--- src/rtl/vga_compositor.sv ---
// rtl/vga_compositor.sv - parametrised VGA raster timing and priority layer compositor
module vga_compositor #(
  parameter int CLK_DIV    = 2,
  parameter int H_ACTIVE   = 640,
  parameter int H_FP       = 16,
  parameter int H_SYNC     = 96,
  parameter int H_BP       = 48,
  parameter int V_ACTIVE   = 480,
  parameter int V_FP       = 10,
  parameter int V_SYNC     = 2,
  parameter int V_BP       = 33,
  parameter bit SYNC_POL   = 1'b0,
  parameter int NUM_LAYERS = 4
) (
  input  logic                    clk50M,
  input  logic                    reset,
  input  logic [NUM_LAYERS-1:0]   layer_on,
  input  logic [8*NUM_LAYERS-1:0] layer_rgb,
  input  logic [7:0]              bg_rgb,
  input  logic                    test_mode,
  output logic [9:0]              xpixel,
  output logic [9:0]              ypixel,
  output logic                    pix_ce,
  output logic [2:0]              red,
  output logic [2:0]              green,
  output logic [1:0]              blue,
  output logic                    HS,
  output logic                    VS,
  output logic                    endofframe,
  output logic [15:0]             frame_count
);

  localparam int H_TOTAL = H_ACTIVE + H_FP + H_SYNC + H_BP;
  localparam int V_TOTAL = V_ACTIVE + V_FP + V_SYNC + V_BP;
  localparam int DIV_W   = (CLK_DIV > 1) ? $clog2(CLK_DIV) : 1;

  localparam logic [DIV_W-1:0] DIV_LAST = DIV_W'(CLK_DIV - 1);
  localparam logic [9:0]  H_LAST  = 10'(H_TOTAL - 1);
  localparam logic [9:0]  V_LAST  = 10'(V_TOTAL - 1);
  localparam logic [9:0]  H_ACT   = 10'(H_ACTIVE);
  localparam logic [9:0]  V_ACT   = 10'(V_ACTIVE);
  // sync windows kept 11 bits wide so a 1024-count total cannot overflow the end bound
  localparam logic [10:0] H_SS    = 11'(H_ACTIVE + H_FP);
  localparam logic [10:0] H_SE    = 11'(H_ACTIVE + H_FP + H_SYNC);
  localparam logic [10:0] V_SS    = 11'(V_ACTIVE + V_FP);
  localparam logic [10:0] V_SE    = 11'(V_ACTIVE + V_FP + V_SYNC);
  localparam logic [12:0] BAR_DEN = 13'(H_ACTIVE);

  logic [DIV_W-1:0] r_div;
  logic             r_pix_ce;
  logic [9:0]       r_hcount;
  logic [9:0]       r_vcount;
  logic             r_mode_q;
  logic [15:0]      r_frame_count;
  logic [7:0]       r_rgb;
  logic             r_hs;
  logic             r_vs;

  logic       w_h_last;
  logic       w_v_last;
  logic       w_eof;
  logic       w_active;
  logic       w_hs_raw;
  logic       w_vs_raw;
  logic [2:0] w_bar_idx;
  logic [7:0] w_layer_rgb;
  logic [7:0] w_pix_rgb;

  assign w_h_last  = (r_hcount == H_LAST);
  assign w_v_last  = (r_vcount == V_LAST);
  assign w_eof     = r_pix_ce & w_h_last & w_v_last;
  assign w_active  = (r_hcount < H_ACT) && (r_vcount < V_ACT);
  assign w_hs_raw  = ({1'b0, r_hcount} >= H_SS) && ({1'b0, r_hcount} < H_SE);
  assign w_vs_raw  = ({1'b0, r_vcount} >= V_SS) && ({1'b0, r_vcount} < V_SE);
  assign w_bar_idx = 3'({r_hcount, 3'b000} / BAR_DEN);

  // pixel-rate divider; pix_ce is registered so it is low in reset even when CLK_DIV=1
  always_ff @(posedge clk50M) begin
    if (!reset) begin
      r_div    <= '0;
      r_pix_ce <= 1'b0;
    end else if (r_div == DIV_LAST) begin
      r_div    <= '0;
      r_pix_ce <= 1'b1;
    end else begin
      r_div    <= r_div + 1'b1;
      r_pix_ce <= 1'b0;
    end
  end

  // horizontal and vertical raster counters, count 0 is the first active pixel/line
  always_ff @(posedge clk50M) begin
    if (!reset) begin
      r_hcount <= '0;
      r_vcount <= '0;
    end else if (r_pix_ce) begin
      if (w_h_last) begin
        r_hcount <= '0;
        r_vcount <= w_v_last ? 10'd0 : r_vcount + 10'd1;
      end else begin
        r_hcount <= r_hcount + 10'd1;
      end
    end
  end

  // frame counter and frame-synchronous test-mode latch
  always_ff @(posedge clk50M) begin
    if (!reset) begin
      r_mode_q      <= 1'b0;
      r_frame_count <= '0;
    end else if (w_eof) begin
      r_mode_q      <= test_mode;
      r_frame_count <= r_frame_count + 16'd1;
    end
  end

  // fixed-priority layer merge: lowest-numbered covering layer wins, else background
  always_comb begin
    w_layer_rgb = bg_rgb;
    for (int i = NUM_LAYERS - 1; i >= 0; i--) begin
      if (layer_on[i]) w_layer_rgb = layer_rgb[8*i +: 8];
    end
  end

  // pixel colour: black in blanking, colour bars in test mode, merged layers otherwise
  always_comb begin
    w_pix_rgb = 8'h00;
    if (w_active) begin
      if (r_mode_q) w_pix_rgb = {{3{w_bar_idx[2]}}, {3{w_bar_idx[1]}}, {2{w_bar_idx[0]}}};
      else          w_pix_rgb = w_layer_rgb;
    end
  end

  // one-pixel output stage; syncs share it so their edges line up with the colour
  always_ff @(posedge clk50M) begin
    if (!reset) begin
      r_rgb <= 8'h00;
      r_hs  <= ~SYNC_POL;
      r_vs  <= ~SYNC_POL;
    end else if (r_pix_ce) begin
      r_rgb <= w_pix_rgb;
      r_hs  <= w_hs_raw ? SYNC_POL : ~SYNC_POL;
      r_vs  <= w_vs_raw ? SYNC_POL : ~SYNC_POL;
    end
  end

  assign xpixel             = r_hcount;
  assign ypixel             = r_vcount;
  assign pix_ce             = r_pix_ce;
  assign {red, green, blue} = r_rgb;
  assign HS                 = r_hs;
  assign VS                 = r_vs;
  assign endofframe         = w_eof;
  assign frame_count        = r_frame_count;

endmodule

--- config.mk ---
export PLATFORM = sky130hd
export DESIGN_NAME = vga_compositor
export DESIGN_NICKNAME = d
export VERILOG_FILES = /design/src/rtl/vga_compositor.sv
export SDC_FILE = /design/constraint.sdc
export NUM_CORES = 1
export LEC_CHECK = 0
export ABC_CLOCK_PERIOD_IN_PS = 3150
export BUFFER_PORTS_ARGS = -buffer_cell sky130_fd_sc_hd__buf_4
export CAP_MARGIN = 20
export CORE_MARGIN = 4
export CORE_UTILIZATION = 45
export CTS_BUF_LIST = sky130_fd_sc_hd__clkbuf_4 sky130_fd_sc_hd__clkbuf_8
export DETAILED_ROUTE_END_ITERATION = 10
export PLACE_DENSITY = 0.73
export RECOVER_POWER = 100
export SYNTH_ARGS = -nofsm -noshare
export SYNTH_HDL_FRONTEND = slang
export SYNTH_SLANG_ARGS = --single-unit
--- constraint.sdc ---
create_clock -name clk50M -period 3.15 [get_ports clk50M]
set_input_delay 0.1575 -clock clk50M [delete_from_list [all_inputs] [get_ports clk50M]]
set_output_delay 0.1575 -clock clk50M [all_outputs]
set_load 0.01 [all_outputs]
Yosys cells after proc, flatten, opt, wreduce, memory -nomap -nowiden:

Cells that the tools add are included.
W data, S select, Z words.

* register bits: 49
* bits in latches: 0
* memory bits (writable): 0
* bits in read-only memories: 0
* bits of input ports: 47
* output and inout port bits: 48
* memories kept: 0

* $add $sub $neg: 4
* multipliers: 0
* divide/modulo/power cells: 1
* order comparisons: 6
* eq/ne operators: 2
* shift operators: 0
* mux-type cells: 11
* bitwise gates (word level): 3
* reduce and logical (&&, ||, !) cells: 5

Operator list (number)
* $mux W8: 6
* $add A10 B1 Y10 const B: 2
* $eq A10 B10 Y1 const B: 2
* $lt A10 B10 Y1 const B: 2
* $lt A10 B9 Y1 const B: 2
* $mux W10: 2
* $add A16 B1 Y16 const B: 1
* $div A13 B10 Y13 const B: 1
* $ge A10 B10 Y1 const B: 1
* $ge A10 B9 Y1 const B: 1
* $logic_and A1 B1 Y1: 3
* $mux W1: 3
* $and A1 B1 Y1: 2
* $reduce_and A2 Y1: 1
* $reduce_or A2 Y1: 1
* $add A1 B1 Y1 const B: 1
* $not A1 Y1: 1

Longest topological paths before layout:

* depth in word-level cells: 6
* mapped depth: 8
* mapped depth without buffers: 7

Least setup slack after synthesis:

Ideal clock, no wire load.

* path type: register -> register
* start: register r_vcount[0], in the netlist ypixel[0]
* end: register r_frame_count[10], in the netlist frame_count[10]
* library setup time: 70 ps
* arrival time: 2036 ps
* required time: 3080 ps
* path slack: 1044 ps
* cell stages (with the launch flop): 9
* buffers on the path: 1
* period minus slack after synthesis: 2106 ps
* cells stage by stage: dfxtp_1 inv_1 ha_1 and4bb_2 nand4_4 or4_1 clkbuf_2 or3_1 a21oi_1

* longest elaborated chain between the ends: 2

RTL lines
* from (decl): line 52 `logic [9:0] r_vcount;`
* from (signal assigned): line 99 `r_vcount <= w_v_last ? 10'd0 : r_vcount + 10'd1;`
* $eq A10 B10 Y1: line 70 `assign w_v_last = (r_vcount == V_LAST);`
* $and A1 B1 Y1: line 71 `assign w_eof = r_pix_ce & w_h_last & w_v_last;`
* to (signal assigned): line 113 `r_frame_count <= r_frame_count + 16'd1;`
* to (decl): line 54 `logic [15:0] r_frame_count;`

Every way passes these cells.
A chain may end at the register's enable or synchronous reset.

Worst setup path after layout:

* start: register r_hcount[8], in the netlist xpixel[8]
* end: register r_frame_count[10], in the netlist frame_count[10]

* longest elaborated chain between the ends: 3

RTL lines
* from (decl): line 51 `logic [9:0] r_hcount;`
* from (signal assigned): line 101 `r_hcount <= r_hcount + 10'd1;`
* $eq A10 B10 Y1: line 69 `assign w_h_last = (r_hcount == H_LAST);`
* $and A1 B1 Y1 (2 in series): line 71

Every way passes these cells.

==> results_dict.tcl <==
set metrics [dict create \
    outcome "finished, final reports clean" \
    die_h_um 86.3 \
    post_cts_buffers 0 \
    path_class "reg -> reg" \
    whs_ns 0.117 \
    hold_viol 0 \
    finalMaxSlewViolations 0 \
    min-delay-path-class "in -> reg" \
    synth_area_per_cell_um2 8.05 \
    io_pins 95 \
    yosysSeqAreaShare 0.355 \
    vdd_drop_max_v 0.000231 \
    cp-end-kind "flip-flop" \
    synth-seq-cells 49 \
    synth_edf_count 0 \
    worst_slack_ns 0.594 \
    row_count 28 \
    worst_setup_path_start_kind "flip-flop" \
    cts.repair.resized 0 \
    ys_top_cells_by_count "49 x dfxtp_1, 36 x nand2_1, 35 x nor2_1, 27 x a21oi_1, 18 x o21ai_0" \
    via_count 2730 \
    p_int_mw 0.893 \
    synth_top_area_cell "dfxtp_1" \
    power.share.sequential 0.545 \
    fmax_ghz 0.391 \
    drt-initial-drc-count 69 \
    synth.area.top_cells "dfxtp_1 36%, a21oi_1 4.9%, nand2_1 4.9%, nor2_1 4.8%, xor2_1 4.8%" \
    die-area_um2 7450 \
    rsz0062_at_grt "no" \
    grt_max_degree 28 \
    synth_area_um2 2760 \
    via_per_inst 5.42 \
    leakage_nw 1.29 \
    synth.most_common_cell "dfxtp_1" \
    cp.arrival_ns 2.77 \
    place_area_um2 3500 \
    start_util 0.466 \
    ys.flop_type "dfxtp_1" \
    post-synth-top-area-fraction 0.355 \
    fin_area_um2 3410 \
    area_delta_synth_final_pct 23.6 \
    relSlewSlack 0.275 \
    grt_first_pass_wirelength_um 11600 \
    skew_ns 0.00635 \
    clock-sinks 49 \
    synthCells 343 \
    synth_cell_types 48 \
    io_buffers 94 \
    drive_gt1_frac 0.156 \
    wl_per_cell_um 14.1 \
    timing.final.crit_period_ns 2.56 \
    cts_max_path_buffers 2 \
    post-place-cells 496 \
    final.period_utilization 0.811 \
    dpl.hpwl_um 5420 \
    drv_cap 0 \
    clkLatencyLatePin_ns 0.30 \
    hold_buffers 0 \
    dpl_worst_slack_ns 0.730 \
    ys_warn_count 0 \
    antenna_found_initial 0 \
    nFillCells 597 \
    p_per_area_nw_per_um2 340 \
    worstPathMaxFanout 16 \
    net-switching-power_mw 0.267 \
    setup_tns_ns 0 \
    route.detailed.drc 0 \
    switching_share 0.230 \
    cts_buffers 5 \
    first_pass_iters 4 \
    clk_pin_slew_worst_paths_ns 0.09 \
    worst_slew_pin_slew_ns 1.08 \
    async_flop_share 0 \
    comb_power_share 0.109 \
    syn-num-nets 395 \
    die_x_um 86.3 \
    globalRouteTotalUtil 0.189 \
    p_clk_frac 0.346 \
    finalNonFillerCells 504 \
    ant_nets 0 \
    cts_root_buf "clkbuf_8" \
    grt_pass1_vias 2527 \
    setup_viol 0 \
    required_ns 3.36 \
    cts_tree "done" \
    antenna_cells 0 \
    htreeDepth 2 \
    wirelength_um 7100 \
    overflow 0 \
    layout.nets 480 \
    core_um2 5920 \
    routabilityCongestion 0.814 \
]
## area by class of cell
type | instances | area, um^2 | area share
tap | 75 | 93.8 | 0.0275
clock buffer | 7 | 96.3 | 0.0282
inverter | 12 | 45.0 | 0.0132
clock inverter | 1 | 5.00 | 0.00147
sequential | 49 | 981 | 0.287
multi-input combinational | 264 | 1660 | 0.486
timing repair buffer | 96 | 533 | 0.156
## metrics by stage
| stage | total power [mW] | utilization |
|---|---|---|
| final | 1.16 | 0.576 |
| after global routing | 1.21 | 0.576 |
| after CTS | 1.18 | 0.608 |
| after detailed placement | 0.780 | 0.591 |
| after global placement | 0.777 | 0.591 |
| after floorplan | 0.710 | - |
## final timing paths
| check | start | to | slack [ns] | cells after the start |
|---|---|---|---|---|
| setup / recovery | xpixel[8]$_SDFFE_PN0P_ | frame_count[10]$_SDFFE_PN0P_ | 0.59 | 6 |
| hold / removal | test_mode | r_mode_q$_SDFFE_PN0P_ | 0.12 | 3 |
| setup reg to reg | xpixel[8]$_SDFFE_PN0P_ | frame_count[10]$_SDFFE_PN0P_ | 0.59 | 6 |
| hold reg to reg | r_div$_SDFF_PP0_ | r_div$_SDFF_PP0_ | 0.42 | 1 |
## metal layers
layer / share of wire / wire length [um] / global-route usage / vias to the layer above
li1: - / - / - / 1380
met1: 0.44 / 3160 / 0.246 / 1240
met5: 0 / 0 / 0 / -
met4: 0.013 / 94 / 0.0595 / 0
met2: 0.45 / 3170 / 0.307 / 102
met3: 0.096 / 683 / 0.0475 / 8
## critical path: stages, from the launching register on
cell	delay, ns
dfxtp_1	0.63
nor3b_1	0.30
nand4_1	0.12
clkbuf_1	0.24
or4_1	0.67
or3_1	0.35
a21oi_1	0.15
## logic make-up after synthesis
| group | after synthesis | synth area share |
|---|---|---|
| flip-flops | 49 | 0.355 |
| adder cells (fa/ha/maj) | 5 | 0.0227 |
| AND/OR/NAND/NOR | 145 | 0.277 |
| buffers and inverters | 30 | 0.0440 |
| AO/OA/AOI/OAI | 70 | 0.149 |
| multiplexers | 18 | 0.0689 |
| XOR/XNOR | 26 | 0.0825 |
## sequential cells by signal (all words and copies together), names as in the netlist
signal,count
frame_count,16
VS,1
r_div,1
HS,1
r_mode_q,1
ypixel,10
xpixel,10
pix_ce,1
r_rgb,8
## cells in the final DEF, fill, tap and decap left out, types with 3 or more instances in the layout
cell,instances
and4_1,5
dfxtp_1,49
mux2i_1,10
xnor2_1,11
a211oi_1,4
nor4_1,4
nand2_1,36
o211ai_1,7
nor2b_1,7
nor3_1,5
or3_1,5
ha_1,5
a21oi_1,27
nand2b_1,10
buf_4,46
xor2_1,15
o22ai_1,3
mux2_2,8
o21ai_0,19
nand3_1,9
nor2_1,35
nand4_1,13
a21o_1,3
clkbuf_1,50
inv_1,11
clkbuf_8,7
## power groups by stage
stage / Clock, mW / Sequential [mW] / Combinational [mW]
after floorplan: 0 / 0.649 / 0.0602
after global placement: 0 / 0.646 / 0.130
after detailed placement: 0 / 0.647 / 0.133
after CTS: 0.419 / 0.632 / 0.134
after global routing: 0.441 / 0.633 / 0.140
final: 0.401 / 0.632 / 0.127
Power figures use the tool's default switching activity.
